==> config.mk <==
export PLATFORM = sky130hd
export DESIGN_NAME = gtp_rx_deframer_flat
export DESIGN_NICKNAME = d
export VERILOG_FILES = /design/src/rtl/gtp_frame_pkg.sv /design/src/rtl/gtp_rx_deframer_if.sv /design/src/rtl/gtp_rx_deframer_out_reg.sv /design/src/rtl/gtp_rx_deframer.sv /design/src/flat_wrapper.sv
export SDC_FILE = /design/constraint.sdc
export NUM_CORES = 1
export LEC_CHECK = 0
export ABC_CLOCK_PERIOD_IN_PS = 4500
export BUFFER_PORTS_ARGS = -buffer_cell sky130_fd_sc_hd__buf_2
export CAP_MARGIN = 10
export CORE_MARGIN = 2
export CORE_UTILIZATION = 31
export CTS_CLUSTER_DIAMETER = 80
export DETAILED_ROUTE_END_ITERATION = 12
export SLEW_MARGIN = 15
export SYNTH_ARGS = -nofsm -noshare
export SYNTH_HDL_FRONTEND = slang
export SYNTH_SLANG_ARGS = --single-unit
==> constraint.sdc <==
create_clock -name core_clk -period 4.5 [get_ports core_clk]
set_input_delay 0.225 -clock core_clk [delete_from_list [all_inputs] [get_ports core_clk]]
set_output_delay 0.225 -clock core_clk [all_outputs]
set_load 0.03 [all_outputs]
==> src/rtl/gtp_frame_pkg.sv <==
// gtp_frame_pkg
// Holds the definitions shared by the GTP receive deframer:
//   - the deframer state encoding;
//   - the frame verdict codes reported on err_code;
//   - the header field bit positions;
//   - the default sync byte.
package gtp_frame_pkg;

  typedef enum logic [1:0] {
    ST_HDR     = 2'd0,
    ST_PAYLOAD = 2'd1,
    ST_TRAILER = 2'd2,
    ST_DISCARD = 2'd3
  } state_t;

  localparam logic [1:0] ERR_OK   = 2'd0;
  localparam logic [1:0] ERR_SYNC = 2'd1;
  localparam logic [1:0] ERR_LEN  = 2'd2;
  localparam logic [1:0] ERR_CSUM = 2'd3;

  // Header layout: {sync[31:24], type[23:16], len[15:0]}
  localparam int HDR_SYNC_MSB = 31;
  localparam int HDR_SYNC_LSB = 24;
  localparam int HDR_TYPE_MSB = 23;
  localparam int HDR_TYPE_LSB = 16;
  localparam int HDR_LEN_MSB  = 15;
  localparam int HDR_LEN_LSB  = 0;

  localparam logic [7:0] DEFAULT_SYNC_BYTE = 8'hA5;

endpackage

==> src/rtl/gtp_rx_deframer_if.sv <==
// gtp_rx_deframer_if
// 32-bit AXI-Stream link carrying an 8-bit frame type alongside the data.
//   tdata  : 32-bit data word
//   tvalid : word valid
//   tready : sink ready
//   tlast  : end of frame
//   ttype  : frame type (meaningful on the deframer output side only)
// The master modport drives the stream. The slave modport receives it.
interface gtp_rx_deframer_if;

  logic [31:0] tdata;
  logic        tvalid;
  logic        tready;
  logic        tlast;
  logic [7:0]  ttype;

  modport master (output tdata, output tvalid, output tlast, output ttype, input tready);
  modport slave  (input tdata, input tvalid, input tlast, input ttype, output tready);

endinterface

==> src/rtl/gtp_rx_deframer_out_reg.sv <==
// axis_out_reg
// One-entry AXI-Stream output register carrying data, last and type.
// Ports:
//   core_clk, reset : clock and asynchronous active-high reset
//   in_valid_i      : a payload word is offered
//   in_ready_o      : register is empty or is draining this cycle
//   in_data_i       : payload data
//   in_last_i       : payload last flag
//   in_type_i       : payload frame type
//   m_axis          : downstream stream (master side)
module axis_out_reg (
  input  logic                     core_clk,
  input  logic                     reset,
  input  logic                     in_valid_i,
  output logic                     in_ready_o,
  input  logic [31:0]              in_data_i,
  input  logic                     in_last_i,
  input  logic [7:0]               in_type_i,
  gtp_rx_deframer_if.master        m_axis
);

  logic        valid_q;
  logic [31:0] data_q;
  logic        last_q;
  logic [7:0]  type_q;

  // A new word may enter when the slot is empty, or when the word it holds leaves this cycle.
  assign in_ready_o = !valid_q || m_axis.tready;

  always_ff @(posedge core_clk or posedge reset) begin
    if (reset) begin
      valid_q <= 1'b0;
      data_q  <= 32'd0;
      last_q  <= 1'b0;
      type_q  <= 8'd0;
    end else if (in_valid_i && in_ready_o) begin
      valid_q <= 1'b1;
      data_q  <= in_data_i;
      last_q  <= in_last_i;
      type_q  <= in_type_i;
    end else if (m_axis.tready) begin
      valid_q <= 1'b0;
    end
  end

  assign m_axis.tvalid = valid_q;
  assign m_axis.tdata  = data_q;
  assign m_axis.tlast  = last_q;
  assign m_axis.ttype  = type_q;

endmodule

==> src/rtl/gtp_rx_deframer.sv <==
// gtp_rx_deframer
// Receive deframer for the GTP core-clock RX stream.
// Each frame is made of three parts:
//   - a header {sync, type, len};
//   - len payload words;
//   - an XOR trailer, which carries tlast.
// Only payload words are forwarded downstream. Each frame ends with a one-cycle verdict pulse.
// Ports:
//   core_clk, reset : clock and asynchronous active-high reset
//   s_axis          : RX stream from the GTP (slave side)
//   m_axis          : payload stream to the core (master side, includes ttype)
//   frame_done      : one-cycle pulse when a frame verdict is ready
//   frame_err       : high with frame_done when the frame was bad
//   err_code        : 0 OK, 1 BAD_SYNC, 2 LEN, 3 CSUM (held)
//   frame_type      : type of the last judged frame (held)
//   ok_cnt, err_cnt : saturating good/bad frame counters
module gtp_rx_deframer
  import gtp_frame_pkg::*;
#(
  parameter logic [7:0] SYNC_BYTE = DEFAULT_SYNC_BYTE,
  parameter int         MAX_LEN   = 1024,
  parameter int         CNT_W     = 16
) (
  input  logic              core_clk,
  input  logic              reset,
  gtp_rx_deframer_if.slave  s_axis,
  gtp_rx_deframer_if.master m_axis,
  output logic              frame_done,
  output logic              frame_err,
  output logic [1:0]        err_code,
  output logic [7:0]        frame_type,
  output logic [CNT_W-1:0]  ok_cnt,
  output logic [CNT_W-1:0]  err_cnt
);

  localparam logic [16:0] MAX_LEN_W = 17'(MAX_LEN);

  state_t      state_q, state_d;
  logic [31:0] acc_q, acc_d;
  logic [15:0] cnt_q, cnt_d;
  logic [15:0] len_q, len_d;
  logic [7:0]  type_q, type_d;
  logic [1:0]  pcode_q, pcode_d;

  logic             done_q, err_q;
  logic [1:0]       code_q;
  logic [7:0]       ftype_q;
  logic [CNT_W-1:0] ok_cnt_q, err_cnt_q;

  logic        verdict;
  logic [1:0]  vcode;
  logic [7:0]  vtype;

  logic        out_ready;
  logic        s_ready;
  logic        accept;
  logic        last_cnt;

  logic [7:0]  hdr_sync;
  logic [7:0]  hdr_type;
  logic [15:0] hdr_len;

  assign hdr_sync = s_axis.tdata[HDR_SYNC_MSB:HDR_SYNC_LSB];
  assign hdr_type = s_axis.tdata[HDR_TYPE_MSB:HDR_TYPE_LSB];
  assign hdr_len  = s_axis.tdata[HDR_LEN_MSB:HDR_LEN_LSB];

  // Only PAYLOAD can back-pressure, and only when the output slot is full and not draining.
  assign s_ready       = (state_q == ST_PAYLOAD) ? out_ready : 1'b1;
  assign s_axis.tready = s_ready;
  assign accept        = s_axis.tvalid && s_ready;
  assign last_cnt      = (cnt_q == len_q - 16'd1);

  axis_out_reg u_out_reg (
    .core_clk   (core_clk),
    .reset      (reset),
    .in_valid_i ((state_q == ST_PAYLOAD) && s_axis.tvalid),
    .in_ready_o (out_ready),
    .in_data_i  (s_axis.tdata),
    .in_last_i  (last_cnt || s_axis.tlast),
    .in_type_i  (type_q),
    .m_axis     (m_axis)
  );

  // Frame parsing: next state, running XOR, payload count and the verdict for this cycle.
  always_comb begin
    state_d = state_q;
    acc_d   = acc_q;
    cnt_d   = cnt_q;
    len_d   = len_q;
    type_d  = type_q;
    pcode_d = pcode_q;
    verdict = 1'b0;
    vcode   = ERR_OK;
    vtype   = type_q;
    case (state_q)
      ST_HDR: begin
        if (accept) begin
          type_d = hdr_type;
          len_d  = hdr_len;
          acc_d  = s_axis.tdata;
          cnt_d  = 16'd0;
          vtype  = hdr_type;
          // A header that already carries tlast is judged at once instead of discarding.
          if (hdr_sync != SYNC_BYTE) begin
            if (s_axis.tlast) begin
              verdict = 1'b1;
              vcode   = ERR_SYNC;
            end else begin
              pcode_d = ERR_SYNC;
              state_d = ST_DISCARD;
            end
          end else if (({1'b0, hdr_len} > MAX_LEN_W) || s_axis.tlast) begin
            if (s_axis.tlast) begin
              verdict = 1'b1;
              vcode   = ERR_LEN;
            end else begin
              pcode_d = ERR_LEN;
              state_d = ST_DISCARD;
            end
          end else if (hdr_len == 16'd0) begin
            state_d = ST_TRAILER;
          end else begin
            state_d = ST_PAYLOAD;
          end
        end
      end
      ST_PAYLOAD: begin
        if (accept) begin
          acc_d = acc_q ^ s_axis.tdata;
          cnt_d = cnt_q + 16'd1;
          // tlast on any payload word means the trailer is missing, so the frame is short.
          if (s_axis.tlast) begin
            verdict = 1'b1;
            vcode   = ERR_LEN;
            state_d = ST_HDR;
          end else if (last_cnt) begin
            state_d = ST_TRAILER;
          end
        end
      end
      ST_TRAILER: begin
        if (accept) begin
          if (!s_axis.tlast) begin
            pcode_d = ERR_LEN;
            state_d = ST_DISCARD;
          end else begin
            verdict = 1'b1;
            vcode   = ((acc_q ^ s_axis.tdata) == 32'd0) ? ERR_OK : ERR_CSUM;
            state_d = ST_HDR;
          end
        end
      end
      ST_DISCARD: begin
        if (accept && s_axis.tlast) begin
          verdict = 1'b1;
          vcode   = pcode_q;
          state_d = ST_HDR;
        end
      end
      default: state_d = ST_HDR;
    endcase
  end

  always_ff @(posedge core_clk or posedge reset) begin
    if (reset) begin
      state_q <= ST_HDR;
      acc_q   <= 32'd0;
      cnt_q   <= 16'd0;
      len_q   <= 16'd0;
      type_q  <= 8'd0;
      pcode_q <= ERR_OK;
    end else begin
      state_q <= state_d;
      acc_q   <= acc_d;
      cnt_q   <= cnt_d;
      len_q   <= len_d;
      type_q  <= type_d;
      pcode_q <= pcode_d;
    end
  end

  // Status pulse, with the held verdict fields and saturating counters that follow the pulse.
  always_ff @(posedge core_clk or posedge reset) begin
    if (reset) begin
      done_q    <= 1'b0;
      err_q     <= 1'b0;
      code_q    <= ERR_OK;
      ftype_q   <= 8'd0;
      ok_cnt_q  <= '0;
      err_cnt_q <= '0;
    end else begin
      done_q <= verdict;
      if (verdict) begin
        err_q   <= (vcode != ERR_OK);
        code_q  <= vcode;
        ftype_q <= vtype;
      end
      if (done_q && !err_q && (ok_cnt_q != {CNT_W{1'b1}})) begin
        ok_cnt_q <= ok_cnt_q + 1'b1;
      end
      if (done_q && err_q && (err_cnt_q != {CNT_W{1'b1}})) begin
        err_cnt_q <= err_cnt_q + 1'b1;
      end
    end
  end

  assign frame_done = done_q;
  assign frame_err  = err_q;
  assign err_code   = code_q;
  assign frame_type = ftype_q;
  assign ok_cnt     = ok_cnt_q;
  assign err_cnt    = err_cnt_q;

endmodule
==> src/flat_wrapper.sv <==
// flat-port wrapper written by rule: the top's interface ports become plain ports
module gtp_rx_deframer_flat import gtp_frame_pkg::*;
#(
  parameter logic [7:0] SYNC_BYTE = DEFAULT_SYNC_BYTE,
  parameter int         MAX_LEN   = 1024,
  parameter int         CNT_W     = 16
)
  (core_clk, reset, frame_done, frame_err, err_code, frame_type, ok_cnt, err_cnt, s_axis_tdata, s_axis_tvalid, s_axis_tlast, s_axis_ttype, s_axis_tready, m_axis_tdata, m_axis_tvalid, m_axis_tlast, m_axis_ttype, m_axis_tready);
  gtp_rx_deframer_if s_axis_i ();
  gtp_rx_deframer_if m_axis_i ();
  input  logic core_clk;
  input  logic reset;
  output logic frame_done;
  output logic frame_err;
  output logic [1:0] err_code;
  output logic [7:0] frame_type;
  output logic [CNT_W-1:0] ok_cnt;
  output logic [CNT_W-1:0] err_cnt;
  input wire logic [$bits(s_axis_i.tdata)-1:0] s_axis_tdata;
  input wire logic [$bits(s_axis_i.tvalid)-1:0] s_axis_tvalid;
  input wire logic [$bits(s_axis_i.tlast)-1:0] s_axis_tlast;
  input wire logic [$bits(s_axis_i.ttype)-1:0] s_axis_ttype;
  output wire logic [$bits(s_axis_i.tready)-1:0] s_axis_tready;
  output wire logic [$bits(m_axis_i.tdata)-1:0] m_axis_tdata;
  output wire logic [$bits(m_axis_i.tvalid)-1:0] m_axis_tvalid;
  output wire logic [$bits(m_axis_i.tlast)-1:0] m_axis_tlast;
  output wire logic [$bits(m_axis_i.ttype)-1:0] m_axis_ttype;
  input wire logic [$bits(m_axis_i.tready)-1:0] m_axis_tready;
  assign s_axis_i.tdata = s_axis_tdata;
  assign s_axis_i.tvalid = s_axis_tvalid;
  assign s_axis_i.tlast = s_axis_tlast;
  assign s_axis_i.ttype = s_axis_ttype;
  assign s_axis_tready = s_axis_i.tready;
  assign m_axis_tdata = m_axis_i.tdata;
  assign m_axis_tvalid = m_axis_i.tvalid;
  assign m_axis_tlast = m_axis_i.tlast;
  assign m_axis_ttype = m_axis_i.ttype;
  assign m_axis_i.tready = m_axis_tready;
  gtp_rx_deframer #(.SYNC_BYTE(SYNC_BYTE), .MAX_LEN(MAX_LEN), .CNT_W(CNT_W)) u_core (.core_clk(core_clk), .reset(reset), .s_axis(s_axis_i), .m_axis(m_axis_i), .frame_done(frame_done), .frame_err(frame_err), .err_code(err_code), .frame_type(frame_type), .ok_cnt(ok_cnt), .err_cnt(err_cnt));
endmodule
== Word level (Yosys, flattened, before mapping) ==
Cells that the tools add are included.

* Register bits after elaboration: 162
* Bits of input ports: 45
* Output and inout port bits: 87
* Word-level logic and storage cells: 109

* Add/sub/neg operators: 4
* $lt $le $gt $ge: 1
* Equality and inequality tests: 14
* Muxes and demuxes: 48
* Bitwise logic cells: 1
* Reduce and logical (&&, ||, !) cells: 25

{| class="wikitable"
|+ Operator list
! kind !! count
|-
| $mux W32 || 2
|-
| $pmux W32 S2 || 1
|-
| $mux W2 || 26
|-
| $add A16 B1 Y16 const B || 3
|-
| $logic_not A32 Y1 || 1
|-
| $mux W16 || 2
|-
| $ne A16 B16 Y1 const B || 2
|-
| $pmux W16 S2 || 1
|-
| $xor A32 B32 Y32 || 1
|-
| $eq A16 B16 Y1 || 1
|-
| $gt A16 B11 Y1 const B || 1
|-
| $logic_not A16 Y1 || 1
|-
| $mux W8 || 2
|-
| $pmux W2 S4 || 2
|-
| $sub A16 B1 Y16 const B || 1
|-
| $mux W1 || 10
|-
| $reduce_and A5 Y1 || 2
|-
| $logic_and A1 B1 Y1 || 8
|-
| $ne A2 B1 Y1 const B || 4
|-
| $ne A8 B8 Y1 const B || 1
|-
| $reduce_bool A2 Y1 || 4
|-
| $eq A2 B2 Y1 const B || 2
|-
| $pmux W2 S2 || 1
|-
| $logic_or A1 B1 Y1 || 3
|-
| 10 further kinds || 11
|}

== Depth between registers and ports, before layout ==
* Depth after elaboration: 8
* Depth in mapped cells: 11

== Cells and area by module ==
Synthesis repeated with hierarchy kept, for this count alone.

* Cells, all modules: 706
* Area, all modules: 8031.5 um^2

{| class="wikitable"
|+ Modules (own cells, without submodules)
! module !! instances !! cells each !! area each (um^2) !! seq. area each (um^2)
|-
| gtp_rx_deframer || 1 || 615 || 6288.5 || 3002.9
|-
| axis_out_reg || 1 || 91 || 1742.9 || 1051.0
|}

== Worst setup path after synthesis ==
Ideal clock, no wire load.

* Path type: register -> register
* Start point: reg u_core.state_q[1]
* End point: reg u_core.ftype_q[0], in the netlist u_core.frame_type[0]
* Library setup time: 117 ps
* Data arrival time: 2317 ps
* Slack: 2066 ps
* Stages on the path, launching flop included: 10
* Buffers on the path: 1
* Clock period less this slack: 2434 ps
* Path through: dfrtp_1 > inv_1 > ha_1 > nand3b_1 > and2_0 > nand2_1 > clkbuf_1 > mux2_2 > nand2_1 > nand2_1

* Longest elaborated chain between the ends: 6

{| class="wikitable"
|+ RTL lines
! element !! line !! text
|-
| from (decl) || gtp_rx_deframer.sv:38 || <nowiki>state_t state_q, state_d;</nowiki>
|-
| from (signal assigned) || gtp_rx_deframer.sv:173 || <nowiki>state_q <= state_d;</nowiki>
|-
| $eq A2 B1 Y1 (*) || gtp_rx_deframer.sv:68 || <nowiki>assign s_ready = (state_q == ST_PAYLOAD) ? out_ready : 1'b1;</nowiki>
|-
| $mux W1 (*) || gtp_rx_deframer.sv:68 ||
|-
| net s_axis_tready || flat_wrapper.sv:23 || <nowiki>output wire logic [$bits(s_axis_i.tready)-1:0] s_axis_tready;</nowiki>
|-
| $logic_and A1 B1 Y1 (*) || gtp_rx_deframer.sv:70 || <nowiki>assign accept = s_axis.tvalid && s_ready;</nowiki>
|-
| $logic_and A1 B1 Y1 || gtp_rx_deframer.sv:154 || <nowiki>if (accept && s_axis.tlast) begin</nowiki>
|-
| $mux W1 || gtp_rx_deframer.sv:154 ||
|-
| $pmux W1 S3 || gtp_rx_deframer.sv:95 || <nowiki>case (state_q)</nowiki>
|-
| to (signal assigned) || gtp_rx_deframer.sv:196 || <nowiki>ftype_q <= vtype;</nowiki>
|-
| to (decl) || gtp_rx_deframer.sv:47 || <nowiki>logic [7:0] ftype_q;</nowiki>
|}

The timed path passes the listed nets; every way through them passes the cells marked *.
A chain may end at the register's enable or synchronous reset.

== Worst setup path in the final report ==
* Start point: reg u_core.state_q[1]
* End point: reg u_core.acc_q[2]

* Longest elaborated chain between the ends: 5

{| class="wikitable"
|+ RTL lines
! element !! line !! text
|-
| $eq A2 B1 Y1 || gtp_rx_deframer.sv:68, gtp_rx_deframer.sv:95 ||
|-
| $mux W1 || gtp_rx_deframer.sv:68 ||
|-
| $logic_and A1 B1 Y1 || gtp_rx_deframer.sv:70 ||
|-
| $ne A2 B1 Y1 (no source line) || -- ||
|-
| $reduce_and A3 Y1 (no source line) || -- ||
|-
| to (signal assigned) || gtp_rx_deframer.sv:167 || <nowiki>acc_q <= 32'd0;</nowiki>
|-
| to (signal assigned) || gtp_rx_deframer.sv:174 || <nowiki>acc_q <= acc_d;</nowiki>
|-
| to (decl) || gtp_rx_deframer.sv:39 || <nowiki>logic [31:0] acc_q, acc_d;</nowiki>
|}

Several ways; a longest one is shown, not always the timed one.

==> results by stage <==
Placement:
- Routability-driven placement finished with a final weighted congestion of between 0.8 and 0.9.
- The cell area after placement is between 8000 and 9000 um2.
- The worst slack at placement is 1.31 ns.
- The HPWL after detailed placement is about 13000 um.
- Input and output buffers added on the ports amount to 123.
- The number of instances in the placed design is between 1000 and 1500.

Timing:
- For the finished layout, the period the worst path requires is between 3 and 4 ns.
- The total count of hold-check failures in the final report is 12.
- Measured against its own limit, the worst slew margin works out to about a quarter.
- The clock arrives with between 0.01 and 0.015 ns of skew.
- In the finished design, the share of the clock period the worst path needs comes to a little over two thirds.
- Across all hold checks on the routed design, the worst slack comes to -0.0528 ns.
- Setup repair after global routing left no endpoint under its margin.
- The worst-margin pin slew is 1.10 ns.
- Adding up every negative setup slack in the final design gives 0 ns.
- The peak clock frequency supported by timing is 317 MHz.
- The post-layout worst setup margin is about 1.3 ns.
- The number of slew-limit violations in the final report was 0.
- Setup violations remaining at the end of the flow were counted as 0.

Worst setup path:
- The largest individual stage delay along the critical path comes from the cell or2_2.
- The number of buffers and inverters on the critical path is 2.
- STA puts the critical path data required time at between 4 and 5 ns.
- The cell depth of the worst flop-to-flop path is 9.
- The signal on the critical path passes through inv_1 > ha_1 > nand3b_1 > and2_0 > nand2_1 > buf_4 > or2_2 > nand2_1 > xor2_1.
- The start-to-end type of the worst setup path is reg2reg.
- The dominant cell type by count on the critical path is nand2_1.
- The minimum setup slack among reg-to-reg paths is roughly 1.3 ns.
- The launch instance of the worst register-to-register path is u_core.state_q[1].
- In this design, the largest share of critical-path delay is due to simple AND/OR/NAND/NOR gates.
- The destination of the worst register-to-register timing path is u_core.acc_q[2].
- The data arrival time of the critical path is 3.47 ns.
- The category of the worst setup path launch point is a register.
- In this run the worst setup path begins at u_core.state_q[1].
- The category of the worst setup path capture point is a register.
- Of all nets on the critical path, the largest fanout is 32.
- The critical path's largest stage delay is ~0.60 ns.

Yosys:
- The post-synthesis net count is approximately 770.
- The distinct cell type count of the synthesized netlist is 52.
- The synthesized flop and latch total is between 150 and 200.
- In the synthesized netlist the dominant register cell turns out to be dfrtp_1.
- The number of enable-type register cells in the synthesized netlist is 0.
- Sorting the synthesized cells by area gives the leading types as dfrtp_1 52%, mux2_2 9.3%, xnor2_1 7.5%, xor2_1 6.6%, nand2_1 6.4%.
- The average size of a mapped cell is about 11 um2.
- In the synthesized netlist, the number of instances is just over 700.
- For this run, the number of Yosys warnings is 0.
- Summing every instance area after synthesis gives 7780 um2.
- The library cell occupying the most area in the post-synthesis netlist is dfrtp_1.
- The top cell type by area accounts for about 52% of the synthesized area.
- For this run, asynchronously set or reset flops after synthesis account for 100%.
- For this run, the register share of the synthesized area comes to between 50% and 60%.

Floorplan:
- The area of the die is ~26000 um2.
- The region available for standard cell placement spans 24500 um2.
- The initial cell density of the core is between 30% and 40%.
- The vertical extent of the die is roughly 160 um.
- The total number of placement rows is 57.
- The width of the chip is 162 um.
- The top-level port count is ~130.

Pwr:
- The leakage dissipation is between 4 and 5 nW.
- The overall power is about 6.5 mW.
- In this run switching power makes up between 40 and 50% of total power.
- Of the total power, combinational logic draws 38.5%.
- The total internal power is between 3 and 4 mW.
- The largest voltage drop on the vdd net is 0.000312 V.
- Power spread over the standard cell area amounts to 695 nW/um2.
- Sequential cells burn between 30% and 40% of the power.
- The net switching power of the design is 2.62 mW.
- The clock network burns between 20% and 30% of the power.

GRT:
- The first-pass GRT wire length is approximately 30000 um.
- The aggregate global-route resource usage is roughly 14%.
- Entering global routing, the biggest net connects approximately 160 pins.
- The number of antenna violations at the first check in global routing was 1.
- Global routing finished with a remaining overflow of 0.
- The number of global-route vias before repair is roughly 5600.

Layout:
- In the final design database the tool counted 897 nets.
- Relative to the synthesized area, the layout overhead comes to 20.9%.
- The post-route netlist has 27.3% of its cells at a drive strength greater than 1.
- The number of standard cells in the layout, taps in and fillers out is ~1200.
- The post-route cell area is 9410 um2.

Status:
- The run finished, with violations left.
- The final reports fail on hold timing.

Detailed routing:
- Across all layers, the routed design uses 5671 vias.
- For this run, design rule violations remaining after detail routing come to 0.
- In the final routed layout, each cell accounts on average for 15.6 um.
- The count of nets left with antenna violations after detail routing is 0.
- The via density per instance is roughly 4.8.
- The pre-antenna-repair detailed-routing pass consisted of 5 iterations.
- The violation count after the first detailed-routing iteration is between 400 and 500.
- The routed wire length is roughly 18000 um.

Clocking:
- After clock tree synthesis, the clock-pin slew on the worst setup and hold paths is 0.07 ns.
- The later-pin clock latency in the skew report is roughly 0.43 ns.
- The clock passes through at most 2 buffers.
- The TritonCTS buffer count is 17.
- The clock tree synthesis step divided the H-tree into 4 levels.
- The post-CTS setup-driven buffer insertion count is 0.
- The buffer type at the clock tree root is clkbuf_16.
- TritonCTS built the clock tree.
- The post-CTS resize count is 0.
- The clock net sink count is between 150 and 200.

Run:
- The number of max-cap violations is 0.

Min path:
- The worst hold path belongs to the class in2async.
[worst min-delay path, stage by stage]
cell        delay (ns)
buf_2             0.11
clkinvlp_4        0.07
buf_12            0.47
[layout make-up]
class,instances,area (um2)
flip-flops and latches,162,4050
fillers,2397,15100
well taps,324,405
clock buffers,18,439
multi-input cells,520,3590
repair buffers,128,668
diodes,1,2.50
clock inverters,14,189
inverters,15,60.1
[sequential cells by signal, indices dropped and copies added, names as in the netlist]
register / flops
u_core.acc_q: 32
u_core.cnt_q: 16
u_core.err_cnt: 16
u_core.err_code: 2
u_core.frame_done: 1
u_core.frame_err: 1
u_core.frame_type: 8
u_core.len_q: 16
u_core.ok_cnt: 16
u_core.pcode_q: 2
u_core.state_q: 2
u_core.type_q: 8
u_core.u_out_reg.m_axis.tdata: 32
u_core.u_out_reg.m_axis.tlast: 1
u_core.u_out_reg.m_axis.ttype: 8
u_core.u_out_reg.m_axis.tvalid: 1
[power by group through the flow]
| stage | clock network [mW] | logic [mW] | registers [mW] |
|---|---|---|---|
| floorplan | 0 | 1.38 | 2.92 |
| global placement | 0 | 2.51 | 2.46 |
| detailed placement | 0 | 2.54 | 2.47 |
| CTS | 1.61 | 2.55 | 2.45 |
| global route | 1.67 | 2.75 | 2.53 |
| finish | 1.57 | 2.52 | 2.46 |
[stage by stage]
step	utilization (%)	hold slack [ns]
after floorplan	-	0.332
after global placement	35.8	0.428
after detailed placement	35.8	0.439
after CTS	38.5	0.0656
after global routing	38.5	0.0808
final	38.5	-0.0528
[worst max path at each step]
| stage | slack [ns] | cells after the start | endpoint |
|---|---|---|---|
| 6_report | 1.35 | 9 | u_core.acc_q[2] |
| 5_1_grt | 0.98 | 9 | u_core.acc_q[2] |
| 4_1_cts | 1.29 | 9 | u_core.acc_q[2] |
| 3_5_place_dp | 1.31 | 9 | u_core.acc_q[2] |
| 3_3_place_gp | 1.34 | 9 | u_core.acc_q[28] |
| 2_1_floorplan | 2.07 | 9 | u_core.frame_type[0] |
[logic make-up after synthesis]
| kind of cell | share of synthesized area [%] |
|---|---|
| compound gates | 4.45 |
| xor+xnor | 14.2 |
| fa+ha+maj | 1.29 |
| buf+inv | 1.78 |
| flops | 52.1 |
| mux | 9.65 |
| simple gates | 16.5 |
[synth_stat cells (10+ instances only)]
library cell  instances
nor2_1               34
xor2_1               59
a21oi_1              10
o21ai_0              10
xnor2_1              67
clkbuf_1             22
nor3_1               10
dfrtp_1             162
nand4_1              20
nor4_1               10
inv_1                15
mux2_2               64
nand3_1              18
nand2_1             133
[repair_timing]
action | 4_1_cts | 5_1_grt
endpoints found under the hold margin | 1 | 0
setup endpoints to repair | 0 | 0
hold buffers | 1 | 0
[cell usage in the layout, fill, tap and decap left out, types with 4 or more instances in the layout]
| master | count |
|---|---|
| dfrtp_1 | 162 |
| nor3_1 | 10 |
| nand2_1 | 132 |
| inv_1 | 14 |
| nand4_1 | 20 |
| xnor2_1 | 67 |
| o21ai_0 | 10 |
| xor2_1 | 59 |
| mux2_2 | 64 |
| or3_1 | 4 |
| clkbuf_16 | 17 |
| a21oi_1 | 10 |
| nand3_1 | 18 |
| and2_1 | 4 |
| buf_2 | 123 |
| and3_1 | 9 |
| ha_1 | 8 |
| inv_6 | 6 |
| o31ai_1 | 4 |
| nor4_1 | 10 |
| nor2_1 | 34 |
| or2_2 | 4 |
| nor2b_1 | 4 |
[metal layers]
metal  vias to the layer above  track usage (%)  part of all wire, %
li1                       2713                -                    -
met1                      2823             19.1                   47
met2                       116             23.8                   48
met3                        17             3.62                  4.2
met4                         2             3.66                 0.82
met5                         -                0                0.044
No activity file was read; power rests on OpenSTA's default activity.
